### src/rtl/mem_req_adapter.sv
// Request/response front-end for a single-port synchronous RAM: clears the RAM after
// reset, issues reads and writes, and buffers the registered read data for the consumer.
module mem_req_adapter #(
  parameter int                ADDR_W    = 6,
  parameter int                DATA_W    = 32,
  parameter int                DEPTH     = 64,
  parameter int                RSP_DEPTH = 3,
  parameter logic [DATA_W-1:0] INIT_VAL  = '0
) (
  input  logic              clk_i,
  input  logic              rst_ni,
  input  logic              req_valid_i,
  output logic              req_ready_o,
  input  logic              req_we_i,
  input  logic [ADDR_W-1:0] req_addr_i,
  input  logic [DATA_W-1:0] req_wdata_i,
  output logic              rsp_valid_o,
  input  logic              rsp_ready_i,
  output logic [DATA_W-1:0] rsp_rdata_o,
  output logic              init_done_o,
  output logic              mem_we_o,
  output logic [ADDR_W-1:0] mem_addr_o,
  output logic [DATA_W-1:0] mem_wdata_o,
  input  logic [DATA_W-1:0] mem_rdata_i
);

  localparam int PTR_W = $clog2(RSP_DEPTH);
  localparam int CNT_W = $clog2(RSP_DEPTH + 1) + 1;

  typedef enum logic {
    ST_INIT = 1'b0,
    ST_RUN  = 1'b1
  } state_t;

  state_t            state;
  state_t            state_nxt;
  logic [ADDR_W-1:0] init_cnt;
  logic              inflight;
  logic              inflight_nxt;
  logic [DATA_W-1:0] fifo_mem [RSP_DEPTH];
  logic [PTR_W-1:0]  rd_ptr;
  logic [PTR_W-1:0]  wr_ptr;
  logic [CNT_W-1:0]  fifo_cnt;
  logic [CNT_W-1:0]  cnt_nxt;
  logic [CNT_W-1:0]  occ_nxt;
  logic              ready_r;
  logic              ready_nxt;
  logic              done_r;
  logic              accept;
  logic              push;
  logic              pop;

  function automatic logic [PTR_W-1:0] ptr_inc(input logic [PTR_W-1:0] p);
    if (p == PTR_W'(RSP_DEPTH - 1)) begin
      return '0;
    end else begin
      return p + PTR_W'(1);
    end
  endfunction

  // ready_r is only ever high in RUN, so it alone qualifies an accept
  assign accept      = ready_r & req_valid_i;
  assign push        = inflight;
  assign pop         = (fifo_cnt != '0) & rsp_ready_i;
  assign req_ready_o = ready_r;
  assign init_done_o = done_r;
  assign rsp_valid_o = (fifo_cnt != '0);
  assign rsp_rdata_o = fifo_mem[rd_ptr];

  // Next-state, RAM port drive and next occupancy
  always_comb begin
    state_nxt    = state;
    inflight_nxt = 1'b0;
    mem_we_o     = 1'b0;
    mem_addr_o   = req_addr_i;
    mem_wdata_o  = req_wdata_i;
    case (state)
      ST_INIT: begin
        mem_we_o    = rst_ni;
        mem_addr_o  = init_cnt;
        mem_wdata_o = INIT_VAL;
        if (init_cnt == ADDR_W'(DEPTH - 1)) begin
          state_nxt = ST_RUN;
        end else begin
          state_nxt = ST_INIT;
        end
      end
      ST_RUN: begin
        mem_we_o     = rst_ni & accept & req_we_i;
        inflight_nxt = accept & ~req_we_i;
      end
      default: begin
        state_nxt = ST_INIT;
      end
    endcase
    cnt_nxt = fifo_cnt + CNT_W'(push) - CNT_W'(pop);
    // Ready counts the read whose data lands in the FIFO next cycle as occupied
    occ_nxt   = cnt_nxt + CNT_W'(inflight_nxt);
    ready_nxt = (state_nxt == ST_RUN) && (occ_nxt < CNT_W'(RSP_DEPTH));
  end

  // Control state, counters and FIFO pointers
  always_ff @(posedge clk_i) begin
    if (!rst_ni) begin
      state    <= ST_INIT;
      init_cnt <= '0;
      inflight <= 1'b0;
      rd_ptr   <= '0;
      wr_ptr   <= '0;
      fifo_cnt <= '0;
      ready_r  <= 1'b0;
      done_r   <= 1'b0;
    end else begin
      state    <= state_nxt;
      inflight <= inflight_nxt;
      fifo_cnt <= cnt_nxt;
      ready_r  <= ready_nxt;
      done_r   <= (state_nxt == ST_RUN);
      if (state == ST_INIT) begin
        init_cnt <= init_cnt + ADDR_W'(1);
      end else begin
        init_cnt <= init_cnt;
      end
      if (push) begin
        wr_ptr <= ptr_inc(wr_ptr);
      end else begin
        wr_ptr <= wr_ptr;
      end
      if (pop) begin
        rd_ptr <= ptr_inc(rd_ptr);
      end else begin
        rd_ptr <= rd_ptr;
      end
    end
  end

  // Response storage; contents are don't-care until written
  always_ff @(posedge clk_i) begin
    if (rst_ni && push) begin
      fifo_mem[wr_ptr] <= mem_rdata_i;
    end
  end

endmodule

### config.mk
export PLATFORM = sky130hd
export DESIGN_NAME = mem_req_adapter
export DESIGN_NICKNAME = d
export VERILOG_FILES = /design/src/rtl/mem_req_adapter.sv
export SDC_FILE = /design/constraint.sdc
export NUM_CORES = 1
export LEC_CHECK = 0
export ABC_AREA = 1
export ABC_CLOCK_PERIOD_IN_PS = 5200
export CORE_UTILIZATION = 46
export CTS_CLUSTER_DIAMETER = 100
export DETAILED_ROUTE_END_ITERATION = 6
export PLACE_DENSITY = 0.79
export SLEW_MARGIN = 20
export SYNTH_ARGS = -nofsm -noshare
export SYNTH_HDL_FRONTEND = slang
export SYNTH_SLANG_ARGS = --single-unit
### constraint.sdc
create_clock -name clk_i -period 5.2 [get_ports clk_i]
set_input_delay 1.04 -clock clk_i [delete_from_list [all_inputs] [get_ports clk_i]]
set_output_delay 1.04 -clock clk_i [all_outputs]
set_load 0.005 [all_outputs]
== Yosys cells after proc, flatten, opt, wreduce, memory -nomap -nowiden ==
Memory sizes are Yosys's and may differ from the RTL's. A register that Yosys moved wholly into a read port is not among the register bits.
Index checks and enable logic that the tools add are counted.

* Register bits: 16
* RAM bits: 96
* Logic and storage cells: 40
* Memories: 1

{| class="wikitable"
|+ Memories
! memory !! words !! width !! read ports !! clocked after Yosys merged registers in !! wr ports !! RTL line !! source
|-
| fifo_mem || 3 || 32 || 1 || 1 || 1 || 40 || <nowiki>logic [DATA_W-1:0] fifo_mem [RSP_DEPTH];</nowiki>
|}

* Add/subtract/negate cells: 6
* Order comparisons: 1
* Equality and inequality tests: 3
* Mux-type cells: 12
* Bitwise gates (word level): 7
* Reductions and logical operators: 3

{| class="wikitable"
|+ Operator list
! cell !! count
|-
| $mux W32 || 1
|-
| $mux W2 || 4
|-
| $add A3 B1 Y3 || 2
|-
| $add A6 B1 Y6 const B || 1
|-
| $eq A6 B6 Y1 const B || 1
|-
| $mux W6 || 1
|-
| $and A1 B1 Y1 || 5
|-
| $mux W1 || 5
|-
| $add A2 B1 Y2 const B || 2
|-
| $eq A2 B2 Y1 const B || 2
|-
| $lt A3 B2 Y1 const B || 1
|-
| $reduce_bool A3 Y1 || 1
|-
| $sub A3 B1 Y3 || 1
|-
| $logic_and A1 B1 Y1 || 2
|-
| $not A1 Y1 || 2
|-
| $pmux W1 S2 || 1
|}

== Depth between registers and ports, before layout ==
* Depth after elaboration: 6
* Depth in mapped cells: 16
* Mapped depth without buffers: 16

== Worst setup path after synthesis ==
No wires, ideal clock.

* Path type: input -> register
* Start point: in rst_ni
* End point: mem fifo_mem[2][0] (enable)
* Library setup time: 0.461 ns
* Arrival time: 3.463 ns
* Setup slack: 1.276 ns
* Stages on the path: 3
* Path buffers: 1
* Cell sequence: buf_6 nand2_1 nor3_1

* Word-level cells in the longest chain between the ends: 3

{| class="wikitable"
|+ Ends and longest elaborated chain
! element !! RTL line !! source
|-
| start, declared || 11 || <nowiki>input logic rst_ni,</nowiki>
|-
| $logic_and A1 B1 Y1 || 139 || <nowiki>if (rst_ni && push) begin</nowiki>
|-
| $mux W1 || 139 ||
|-
| $mux W1 (implied by the code) || 140 || <nowiki>fifo_mem[wr_ptr] <= mem_rdata_i;</nowiki>
|-
| end, declared || 40 ||
|}

No other way between the ends.

== Worst setup path in the final report ==
* Start point: in rst_ni
* End point: out mem_we_o

* Word-level cells in the longest chain between the ends: 3

{| class="wikitable"
|+ Ends and longest elaborated chain
! element !! RTL line !! source
|-
| $and A1 B1 Y1 (2 in series) || 89 || <nowiki>mem_we_o = rst_ni & accept & req_we_i;</nowiki>
|-
| $pmux W1 S2 * || 77 || <nowiki>case (state)</nowiki>
|-
| end, declared || 21 || <nowiki>output logic mem_we_o,</nowiki>
|}

Mark *: on every way between the ends. The rest lies on a longest branch, timed or not.

==> impl_metrics.tcl <==
set metrics [dict create \
    status "finished, final reports clean" \
    io_pins 149 \
    synth_area_um2 4740 \
    ir_drop_mv 0.242 \
    busiest_layer "met2" \
    worstSetupPathType "input port to output pin" \
    antenna_left 0 \
    period_needed_ns 3.54 \
    fp.coreArea_um2 9860 \
    cts-root-buf "clkbuf_8" \
    clk_pin_slew_ns 0.06 \
    via_per_inst 4.89 \
    drc 0 \
    nNetsFinal 669 \
    tightest_slew_ns 0.994 \
    worstPathRequired_ns 4.16 \
    hold_class "register to register" \
    rows 36 \
    antenna_found_initial 0 \
    synthCells 436 \
    setup_tns_ns 0 \
    rsz0062_at_grt "no" \
    drtIter0Drc 199 \
    die_w_um 104 \
    synth.most_common_cell "edfxtp_1" \
    cp.arrival_ns 2.50 \
    clk_latency_ns 0.50 \
    ys_seq_area_share_pct 68.4 \
    async_flop_share_pct 0 \
    grt_max_degree 34 \
    setup_slack_ns 1.66 \
    grt_use_met1_pct 23.7 \
    gp_congestion 0.868 \
    setup_violations 0 \
    post-route-period-util_pct 68.2 \
    cts_made_buffers 17 \
    syn-mean-instance-area_um2 10.9 \
    vias 3587 \
    synth_ff_type "edfxtp_1" \
    fmax_mhz 282 \
    num_antenna_cells 0 \
    dpl_worst_slack_ns 1.64 \
    yosysWarnings 0 \
    synth_edf_count 96 \
    dp_hpwl_um 6990 \
    total_leakage_power_nw 2.76 \
    synth-seq-cells 114 \
    port_buffers 148 \
    use_met3_pct 6.73 \
    grt_pass1_vias 3693 \
    rrSetupSlack_ns 2.77 \
    grt_usage_pct 21.2 \
    grt_pass1_wl_um 17300 \
    die_area_um2 10700 \
    worstRegToRegCells 14 \
    post_cts_resized 0 \
    clk_path_buf_depth 2 \
    finalHoldViolations 0 \
    worstSetupEndpoint "mem_we_o" \
    areaGrowthSynthToFinish_pct 46.1 \
    avgRoutedWirePerCell_um 14.7 \
    cp-start-kind "input port" \
    drive_gt1_share_pct 7.82 \
    reg2reg_from "fifo_cnt[1]" \
    holdWs_ns 0.520 \
    drv_cap 0 \
    synth.top_cell.area_share_pct 60.8 \
    first_pass_iters 4 \
    cts_htree_levels 4 \
    worst-path-max-fanout 10 \
    syn-num-nets 517 \
    crit_path_end_kind "output pin" \
    grt-ovfl-total 0 \
    synth_common_cells "96 x edfxtp_1, 92 x nand2_1, 69 x a21oi_1" \
    maxSlewViolCount 0 \
    slew_headroom_pct 33.6 \
    cts_tree "yes" \
    cts_hold_buf 0 \
    skew_ns 0.00675 \
    power_mw 3.12 \
    r2r-end "req_ready_o" \
    yosys.cell_types.count 25 \
    drt_wl_total_um 10800 \
    postCtsSetupBuffers 0 \
    fp.dieH_um 104 \
    power_density_nw_per_um2 450 \
    yosys.area.top_type "edfxtp_1" \
    start_util_pct 48.1 \
    met2_usage_pct 36.7 \
    synthTopCellsByArea "edfxtp_1 61%, dfxtp_1 7.6%, a21oi_1 7.3%, nand2_1 7.3%, inv_1 4.0%" \
    crit_path_start "rst_ni" \
    cts.sinks 114 \
]
-- metrics by stage --
step | utilization [%] | instance area [um^2] | cells
2_1_floorplan | - | 4740 | 436
3_3_place_gp | 63.8 | 6290 | 702
3_5_place_dp | 63.8 | 6290 | 702
4_1_cts | 70.2 | 6920 | 734
5_1_grt | 70.2 | 6920 | 734
6_report | 70.2 | 6920 | 734
-- routing by layer --
layer | up-vias | share of wire, %
met5 | - | 0
met4 | 0 | 2.6
met3 | 18 | 8.2
met2 | 172 | 51
met1 | 1627 | 38
li1 | 1770 | -
-- cell usage in the layout, fill, tap and decap left out, types with 4 or more instances in the layout --
master           instances
buf_4                    5
nor2_1                  47
bufinv_16                5
nand2_1                 92
edfxtp_1                96
clkdlybuf4s50_1        148
clkbuf_16               16
inv_1                   50
nand3_1                  8
a21oi_1                 69
o21ai_0                  8
inv_2                    4
ha_1                     5
dfxtp_1                 18
-- layout make-up --
class	count	area (um^2)
multi-input combinational	248	1160
fill	667	2940
tap	133	166
clock inverter	14	211
timing repair buffer	153	1520
sequential	114	3240
clock buffer	18	418
inverter	54	203
-- how the worst min path moves through the flow --
stage                              to  slack, ns  cells past startpoint         from
after global placement       inflight       0.49                      2  req_ready_o
after floorplan           init_cnt[0]       0.47                      2  init_cnt[0]
after global routing         inflight       0.53                      2  req_ready_o
after detailed placement  init_cnt[0]       0.51                      2  init_cnt[0]
final                     init_cnt[0]       0.52                      2  init_cnt[0]
after CTS                 init_cnt[0]       0.52                      2  init_cnt[0]
-- worst max-delay path, stage by stage --
cell	delay (ns)
clkdlybuf4s50_1	0.66
inv_2	0.14
a21oi_1	0.14
clkdlybuf4s50_1	0.52
-- kinds of logic (layout without fill, tap and decap cells) --
group / Yosys count / count (layout) / synth area share (%)
adder cells (fa/ha/maj): 6 / 6 / 1.74
flip-flops: 114 / 114 / 68.4
AO/OA/AOI/OAI: 83 / 83 / 9.00
buffers and inverters: 74 / 239 / 7.47
AND/OR/NAND/NOR: 159 / 159 / 13.4
-- flip-flops by register name (all words and copies together) (netlist names), named ones only --
register,flops
wr_ptr,2
fifo_cnt,3
req_ready_o,1
rd_ptr,2
init_cnt,6
inflight,1
fifo_mem,96
init_done_o,1
-- power by group --
group          switching [mW]  internal [mW]  leakage [nW]
clock network           0.387          0.824         0.307
logic                   0.419          0.444          1.45
registers              0.0291           1.02          1.01
Note: power is estimated with default switching activity, not from simulation.
